==> src/rtl/pipeline_hazard_ctrl_if.sv <==
// Hazard-control bundle between the 5-stage pipeline and pipeline_hazard_ctrl.
//   Hazard inputs : idRs1/idRs2, idUsesRs1/idUsesRs2, exRd, exMemRead,
//                   branchTaken, imemReady, dmemReq, dmemReady
//   Control       : pcEn, ifidEn, idexEn, exmemEn, memwbEn, ifidFlush, idexFlush
//   Status        : memTimeout, stallCycles, bubbleCount
// master = pipeline side (drives hazard inputs), slave = the controller.
interface pipeline_hazard_ctrl_if;
  logic [4:0]  idRs1;
  logic [4:0]  idRs2;
  logic        idUsesRs1;
  logic        idUsesRs2;
  logic [4:0]  exRd;
  logic        exMemRead;
  logic        branchTaken;
  logic        imemReady;
  logic        dmemReq;
  logic        dmemReady;
  logic        pcEn;
  logic        ifidEn;
  logic        idexEn;
  logic        exmemEn;
  logic        memwbEn;
  logic        ifidFlush;
  logic        idexFlush;
  logic        memTimeout;
  logic [31:0] stallCycles;
  logic [31:0] bubbleCount;

  modport master (
    output idRs1, idRs2, idUsesRs1, idUsesRs2, exRd, exMemRead,
           branchTaken, imemReady, dmemReq, dmemReady,
    input  pcEn, ifidEn, idexEn, exmemEn, memwbEn, ifidFlush, idexFlush,
           memTimeout, stallCycles, bubbleCount
  );

  modport slave (
    input  idRs1, idRs2, idUsesRs1, idUsesRs2, exRd, exMemRead,
           branchTaken, imemReady, dmemReq, dmemReady,
    output pcEn, ifidEn, idexEn, exmemEn, memwbEn, ifidFlush, idexFlush,
           memTimeout, stallCycles, bubbleCount
  );
endinterface

==> src/rtl/pipeline_hazard_ctrl.sv <==
// Stall/flush sequencer for the 5-stage core. Resolves load-use hazards,
// taken-branch flushes and instruction/data memory wait states, halts on a
// data-memory timeout and keeps stall/bubble statistics.
// Ports:
//   clk - core clock (rising edge)
//   rst - synchronous, active-high reset
//   hif - pipeline_hazard_ctrl_if.slave (hazard inputs, enables/flushes, status)
//
// state    | meaning
// RUN      | normal operation, no data-memory stall in progress
// MEM_WAIT | data-memory stall in progress, waitCnt counts stall cycles
// HALT     | data-memory timeout, pipe frozen until rst
module pipeline_hazard_ctrl #(
  parameter int MEM_TIMEOUT = 256
) (
  input  logic                 clk,
  input  logic                 rst,
  pipeline_hazard_ctrl_if.slave hif
);

  localparam int CW = (MEM_TIMEOUT < 2) ? 1 : $clog2(MEM_TIMEOUT);
  localparam logic [CW-1:0] LAST_CNT = CW'(MEM_TIMEOUT - 1);

  typedef enum logic [1:0] {
    RUN      = 2'd0,
    MEM_WAIT = 2'd1,
    HALT     = 2'd2
  } state_t;

  state_t        state, stateNext;
  logic [CW-1:0] waitCnt, waitCntNext;
  logic          timeoutHit;
  logic          memTimeoutQ;
  logic [31:0]   stallCyclesQ, bubbleCountQ;

  logic memStall, loadUse;
  logic pcEn, ifidEn, idexEn, exmemEn, memwbEn, ifidFlush, idexFlush;

  assign memStall = hif.dmemReq & ~hif.dmemReady;
  assign loadUse  = hif.exMemRead & (hif.exRd != 5'd0) &
                    ((hif.idUsesRs1 & (hif.idRs1 == hif.exRd)) |
                     (hif.idUsesRs2 & (hif.idRs2 == hif.exRd)));

  // Priority decode of enables/flushes; first matching rule wins.
  always_comb begin
    pcEn      = 1'b1;
    ifidEn    = 1'b1;
    idexEn    = 1'b1;
    exmemEn   = 1'b1;
    memwbEn   = 1'b1;
    ifidFlush = 1'b0;
    idexFlush = 1'b0;
    if (rst) begin
      {pcEn, ifidEn, idexEn, exmemEn, memwbEn} = 5'b0;
      ifidFlush = 1'b1;
      idexFlush = 1'b1;
    end else if (state == HALT || memStall) begin
      // Full freeze; a pending branch stays in EX and is flushed later.
      {pcEn, ifidEn, idexEn, exmemEn, memwbEn} = 5'b0;
    end else if (hif.branchTaken) begin
      // ID instruction is discarded, so any load-use on it is moot.
      ifidFlush = 1'b1;
      idexFlush = 1'b1;
    end else if (loadUse) begin
      pcEn      = 1'b0;
      ifidEn    = 1'b0;
      idexFlush = 1'b1;
    end else if (!hif.imemReady) begin
      pcEn      = 1'b0;
      ifidFlush = 1'b1;
    end
  end

  always_comb begin
    stateNext   = state;
    waitCntNext = waitCnt;
    timeoutHit  = 1'b0;
    case (state)
      RUN: begin
        if (memStall) begin
          if (MEM_TIMEOUT <= 1) begin
            stateNext  = HALT;
            timeoutHit = 1'b1;
          end else begin
            stateNext   = MEM_WAIT;
            waitCntNext = CW'(1);
          end
        end
      end
      MEM_WAIT: begin
        if (!memStall) begin
          stateNext   = RUN;
          waitCntNext = '0;
        end else if (waitCnt == LAST_CNT) begin
          stateNext  = HALT;
          timeoutHit = 1'b1;
        end else begin
          waitCntNext = waitCnt + CW'(1);
        end
      end
      HALT:    stateNext = HALT;
      default: stateNext = RUN;
    endcase
  end

  always_ff @(posedge clk) begin
    if (rst) begin
      state        <= RUN;
      waitCnt      <= '0;
      memTimeoutQ  <= 1'b0;
      stallCyclesQ <= 32'd0;
      bubbleCountQ <= 32'd0;
    end else begin
      state   <= stateNext;
      waitCnt <= waitCntNext;
      if (timeoutHit) memTimeoutQ <= 1'b1;
      if (!pcEn)      stallCyclesQ <= stallCyclesQ + 32'd1;
      if (idexFlush)  bubbleCountQ <= bubbleCountQ + 32'd1;
    end
  end

  assign hif.pcEn        = pcEn;
  assign hif.ifidEn      = ifidEn;
  assign hif.idexEn      = idexEn;
  assign hif.exmemEn     = exmemEn;
  assign hif.memwbEn     = memwbEn;
  assign hif.ifidFlush   = ifidFlush;
  assign hif.idexFlush   = idexFlush;
  assign hif.memTimeout  = memTimeoutQ;
  assign hif.stallCycles = stallCyclesQ;
  assign hif.bubbleCount = bubbleCountQ;

endmodule

==> src/flat_wrapper.sv <==
// flat-port wrapper written by rule: the top's interface ports become plain ports
module pipeline_hazard_ctrl_flat 
#(
  parameter int MEM_TIMEOUT = 256
)
  (clk, rst, hif_idRs1, hif_idRs2, hif_idUsesRs1, hif_idUsesRs2, hif_exRd, hif_exMemRead, hif_branchTaken, hif_imemReady, hif_dmemReq, hif_dmemReady, hif_pcEn, hif_ifidEn, hif_idexEn, hif_exmemEn, hif_memwbEn, hif_ifidFlush, hif_idexFlush, hif_memTimeout, hif_stallCycles, hif_bubbleCount);
  pipeline_hazard_ctrl_if hif_i ();
  input  logic clk;
  input  logic rst;
  input wire logic [$bits(hif_i.idRs1)-1:0] hif_idRs1;
  input wire logic [$bits(hif_i.idRs2)-1:0] hif_idRs2;
  input wire logic [$bits(hif_i.idUsesRs1)-1:0] hif_idUsesRs1;
  input wire logic [$bits(hif_i.idUsesRs2)-1:0] hif_idUsesRs2;
  input wire logic [$bits(hif_i.exRd)-1:0] hif_exRd;
  input wire logic [$bits(hif_i.exMemRead)-1:0] hif_exMemRead;
  input wire logic [$bits(hif_i.branchTaken)-1:0] hif_branchTaken;
  input wire logic [$bits(hif_i.imemReady)-1:0] hif_imemReady;
  input wire logic [$bits(hif_i.dmemReq)-1:0] hif_dmemReq;
  input wire logic [$bits(hif_i.dmemReady)-1:0] hif_dmemReady;
  output wire logic [$bits(hif_i.pcEn)-1:0] hif_pcEn;
  output wire logic [$bits(hif_i.ifidEn)-1:0] hif_ifidEn;
  output wire logic [$bits(hif_i.idexEn)-1:0] hif_idexEn;
  output wire logic [$bits(hif_i.exmemEn)-1:0] hif_exmemEn;
  output wire logic [$bits(hif_i.memwbEn)-1:0] hif_memwbEn;
  output wire logic [$bits(hif_i.ifidFlush)-1:0] hif_ifidFlush;
  output wire logic [$bits(hif_i.idexFlush)-1:0] hif_idexFlush;
  output wire logic [$bits(hif_i.memTimeout)-1:0] hif_memTimeout;
  output wire logic [$bits(hif_i.stallCycles)-1:0] hif_stallCycles;
  output wire logic [$bits(hif_i.bubbleCount)-1:0] hif_bubbleCount;
  assign hif_i.idRs1 = hif_idRs1;
  assign hif_i.idRs2 = hif_idRs2;
  assign hif_i.idUsesRs1 = hif_idUsesRs1;
  assign hif_i.idUsesRs2 = hif_idUsesRs2;
  assign hif_i.exRd = hif_exRd;
  assign hif_i.exMemRead = hif_exMemRead;
  assign hif_i.branchTaken = hif_branchTaken;
  assign hif_i.imemReady = hif_imemReady;
  assign hif_i.dmemReq = hif_dmemReq;
  assign hif_i.dmemReady = hif_dmemReady;
  assign hif_pcEn = hif_i.pcEn;
  assign hif_ifidEn = hif_i.ifidEn;
  assign hif_idexEn = hif_i.idexEn;
  assign hif_exmemEn = hif_i.exmemEn;
  assign hif_memwbEn = hif_i.memwbEn;
  assign hif_ifidFlush = hif_i.ifidFlush;
  assign hif_idexFlush = hif_i.idexFlush;
  assign hif_memTimeout = hif_i.memTimeout;
  assign hif_stallCycles = hif_i.stallCycles;
  assign hif_bubbleCount = hif_i.bubbleCount;
  pipeline_hazard_ctrl #(.MEM_TIMEOUT(MEM_TIMEOUT)) u_core (.clk(clk), .rst(rst), .hif(hif_i));
endmodule
==> config.mk <==
export PLATFORM = sky130hd
export DESIGN_NAME = pipeline_hazard_ctrl_flat
export DESIGN_NICKNAME = d
export VERILOG_FILES = /design/src/rtl/pipeline_hazard_ctrl_if.sv /design/src/rtl/pipeline_hazard_ctrl.sv /design/src/flat_wrapper.sv
export SDC_FILE = /design/constraint.sdc
export NUM_CORES = 1
export LEC_CHECK = 0
export CORE_UTILIZATION = 50
export DETAILED_ROUTE_END_ITERATION = 8
export GPL_ROUTABILITY_DRIVEN = 1
export PLACE_DENSITY = 0.87
export SLEW_MARGIN = 20
export SYNTH_ARGS = -nofsm -noshare
export SYNTH_HDL_FRONTEND = slang
export SYNTH_SLANG_ARGS = --single-unit
==> constraint.sdc <==
create_clock -name clk -period 3.17 [get_ports clk]
set_input_delay 0.7925 -clock clk [delete_from_list [all_inputs] [get_ports clk]]
set_output_delay 0.7925 -clock clk [all_outputs]
set_load 0.005 [all_outputs]
==> out/results.ini <==
[status]
status=completed

[synthesis]
yosysSeqAreaShare=0.382
synth_compound_area_frac=0.208
synth_top_cells_by_area=dfxtp_1, a21oi_1, or3_1
syn_area_um2=3930
yosys-top-cells-count=dfxtp_1, a21oi_1, o21ai_0
async_flop_share=0
synth_flop_cell=dfxtp_1
synth_xor_area_frac=0.0424
synth-simple-area-share=0.287
synth_cell_types=56
synthAdderAreaFrac=0.00956
synth_fp_nets=502
synth_mux_area_frac=0.0108
synth_edf_count=0
syn_area_per_cell_um2=8.27
yosys_warnings=0
synth_seq_cells=75
yosys.area.top_type=dfxtp_1
yosys.area.top_type_share=0.382
netlist_instances=475
synth_most_common_cell=dfxtp_1
synth_top_family_by_area=simple AND/OR/NAND/NOR gates

[global_routing]
grt_max_degree=71
grt_pass1_wl_um=16800
overflow=0
grt_pass1_vias=3703
grt_use_total=0.248
antenna_found_initial=0

[critical_path]
cp_num_buf_inv=2
rrSetupSlack_ns=0.81
cp.arrival_ns=2.30
crit_top_cell=dlygate4sd2_1
crit_chain=dlygate4sd2_1 > or4_4 > o21a_1 > a21oi_2 > o21ai_0 > dlygate4sd2_1
endpoint_kind=output port
slowest_stage=or4_4
critical_path_class=input pin to output port
cp-start-kind=input pin
worstPathRequired_ns=2.38
max_stage_delay_ns=0.54
cp_top_family=simple AND/OR/NAND/NOR gates
critPathMaxFanout=3

[placement]
placed_area_um2=4990
dp_hpwl_um=7220
dpl.cell_count=662
place_congestion=0.835
portBuffers=95

[floorplan]
rows=31
die_w_um=90.6
die_height_um=90.6
core_um2=7410
start_util=0.530
die-area_um2=8210
io_pins=96

[power_and_ir_drop]
p_leak_uw=0.00166
ir_drop_uv=200
power_per_cell_area_nw_per_um2=355

[cts]
cts_root_buf=clkbuf_8
cts.sinks=75
h-tree-depth=3
cts_buffers=9
holdBufCountCts=0
cts_tree=built
clk_pin_slew_ns=0.07
insertion_delay_ns=0.35
clock_path_buffers=2

[sta]
maxSlewViolCount=0
fin_skew_ns=0.0157
hold_viol_final=0
period_share=0.977
min_period_ns=3.10
slew_headroom=0.525
worst_pin_slew_ns=0.713
fmax_mhz=323
rsz0062_at_grt=false
setup_viol_count_final=0

[worst_hold_path]
hold_class=flip-flop to flip-flop

[routing]
drc=0
ant_nets=0
routed_via_density=5.99
dr.pass1.iters=5
routed_wl_um=10200
drt-initial-drc-count=209
vias=4061
wire_per_inst_um=15.0

[finish]
fin_area_um2=5200
drive_above_1_share=0.119
nets=602
fin_cells=678
synthToLayoutAreaGrowth_pct=32.5
insertedDiodeCount=0

[run]
drv_cap=0

## repair_timing
item / in CTS / in global routing
buffers inserted: 1 / 0
setup endpoints to repair: 4 / 5
pin swaps: 6 / 2
resized for setup: 23 / 3
## through the flow
| step | utilization | hold slack (ns) | power [uW] | setup slack (ns) | setup TNS (ns) |
|---|---|---|---|---|---|
| final | 0.702 | 0.478 | 1850 | 0.0737 | 0 |
| after global placement | 0.674 | 0.447 | 1140 | -0.490 | -1.76 |
| after detailed placement | 0.674 | 0.451 | 1150 | -0.522 | -1.86 |
| after CTS | 0.701 | 0.465 | 1850 | 0.0222 | 0 |
| after global routing | 0.702 | 0.513 | 1920 | 0.00586 | 0 |
| after floorplan | - | 0.442 | 1060 | 0.181 | 0 |
## power by group
group | internal, uW | switching (uW)
registers | 949 | 11.4
logic | 83.5 | 79.6
clock network | 361 | 363
total | 1390 | 454
## path summary, 6_finish.rpt
path / start / end / depth (start not counted)
max reg2reg: u_core.hif.stallCycles[3]$_SDFFE_PP0N_ / u_core.hif.stallCycles[26]$_SDFFE_PP0N_ / 6
min: u_core.hif.memTimeout$_SDFFE_PP0P_ / u_core.hif.memTimeout$_SDFFE_PP0P_ / 2
max: hif_exRd[4] / hif_idexFlush / 6
min reg2reg: u_core.hif.memTimeout$_SDFFE_PP0P_ / u_core.hif.memTimeout$_SDFFE_PP0P_ / 2
## layout make-up
| cell class | count | area [um2] |
|---|---|---|
| multi-input cells | 358 | 2220 |
| clock inverters | 6 | 65.1 |
| well taps | 99 | 124 |
| clock buffers | 9 | 124 |
| flip-flops and latches | 75 | 1500 |
| inverters | 15 | 56.3 |
| repair buffers | 116 | 1110 |
| fillers | 576 | 2200 |
## kinds of logic (layout without fill, tap and decap cells)
logic type               after synthesis  count (layout)
buffers and inverters                 42             146
adder cells (fa/ha/maj)                3               3
multiplexers                           4               4
AO/OA/AOI/OAI                        139             139
flip-flops                            75              75
XOR/XNOR                              19              19
AND/OR/NAND/NOR                      193             193
## layout by cell type, fill, tap and decap left out, types with 19 or more instances in the layout
| cell type | count |
|---|---|
| a21oi_1 | 62 |
| buf_4 | 19 |
| clkdlybuf4s50_1 | 85 |
| dfxtp_1 | 75 |
| nand2_1 | 25 |
| nand3_1 | 26 |
| nor2_1 | 26 |
| o21ai_0 | 38 |
| o31ai_1 | 22 |
| or3_1 | 33 |
| or4_1 | 20 |
## sequential cells by signal (all words and copies together) (netlist names)
name / count
u_core.hif.bubbleCount: 32
u_core.state: 2
u_core.waitCnt: 8
u_core.hif.stallCycles: 32
u_core.hif.memTimeout: 1
## metal layers
metal / up-vias / wire (um) / GRT usage
met1: 1929 / 4330 / 0.309
met3: 18 / 580 / 0.0345
met5: - / 0 / 0
li1: 1972 / - / -
met2: 142 / 5020 / 0.424
met4: 0 / 223 / 0.109
## worst reg2reg max path, delay by kind of cell, from the launching register on
kind | cells | cell delay, ns
simple gates | 5 | 1.67
flops | 1 | 0.47
compound gates | 1 | 0.16
No activity file was read; power rests on OpenSTA's default activity.
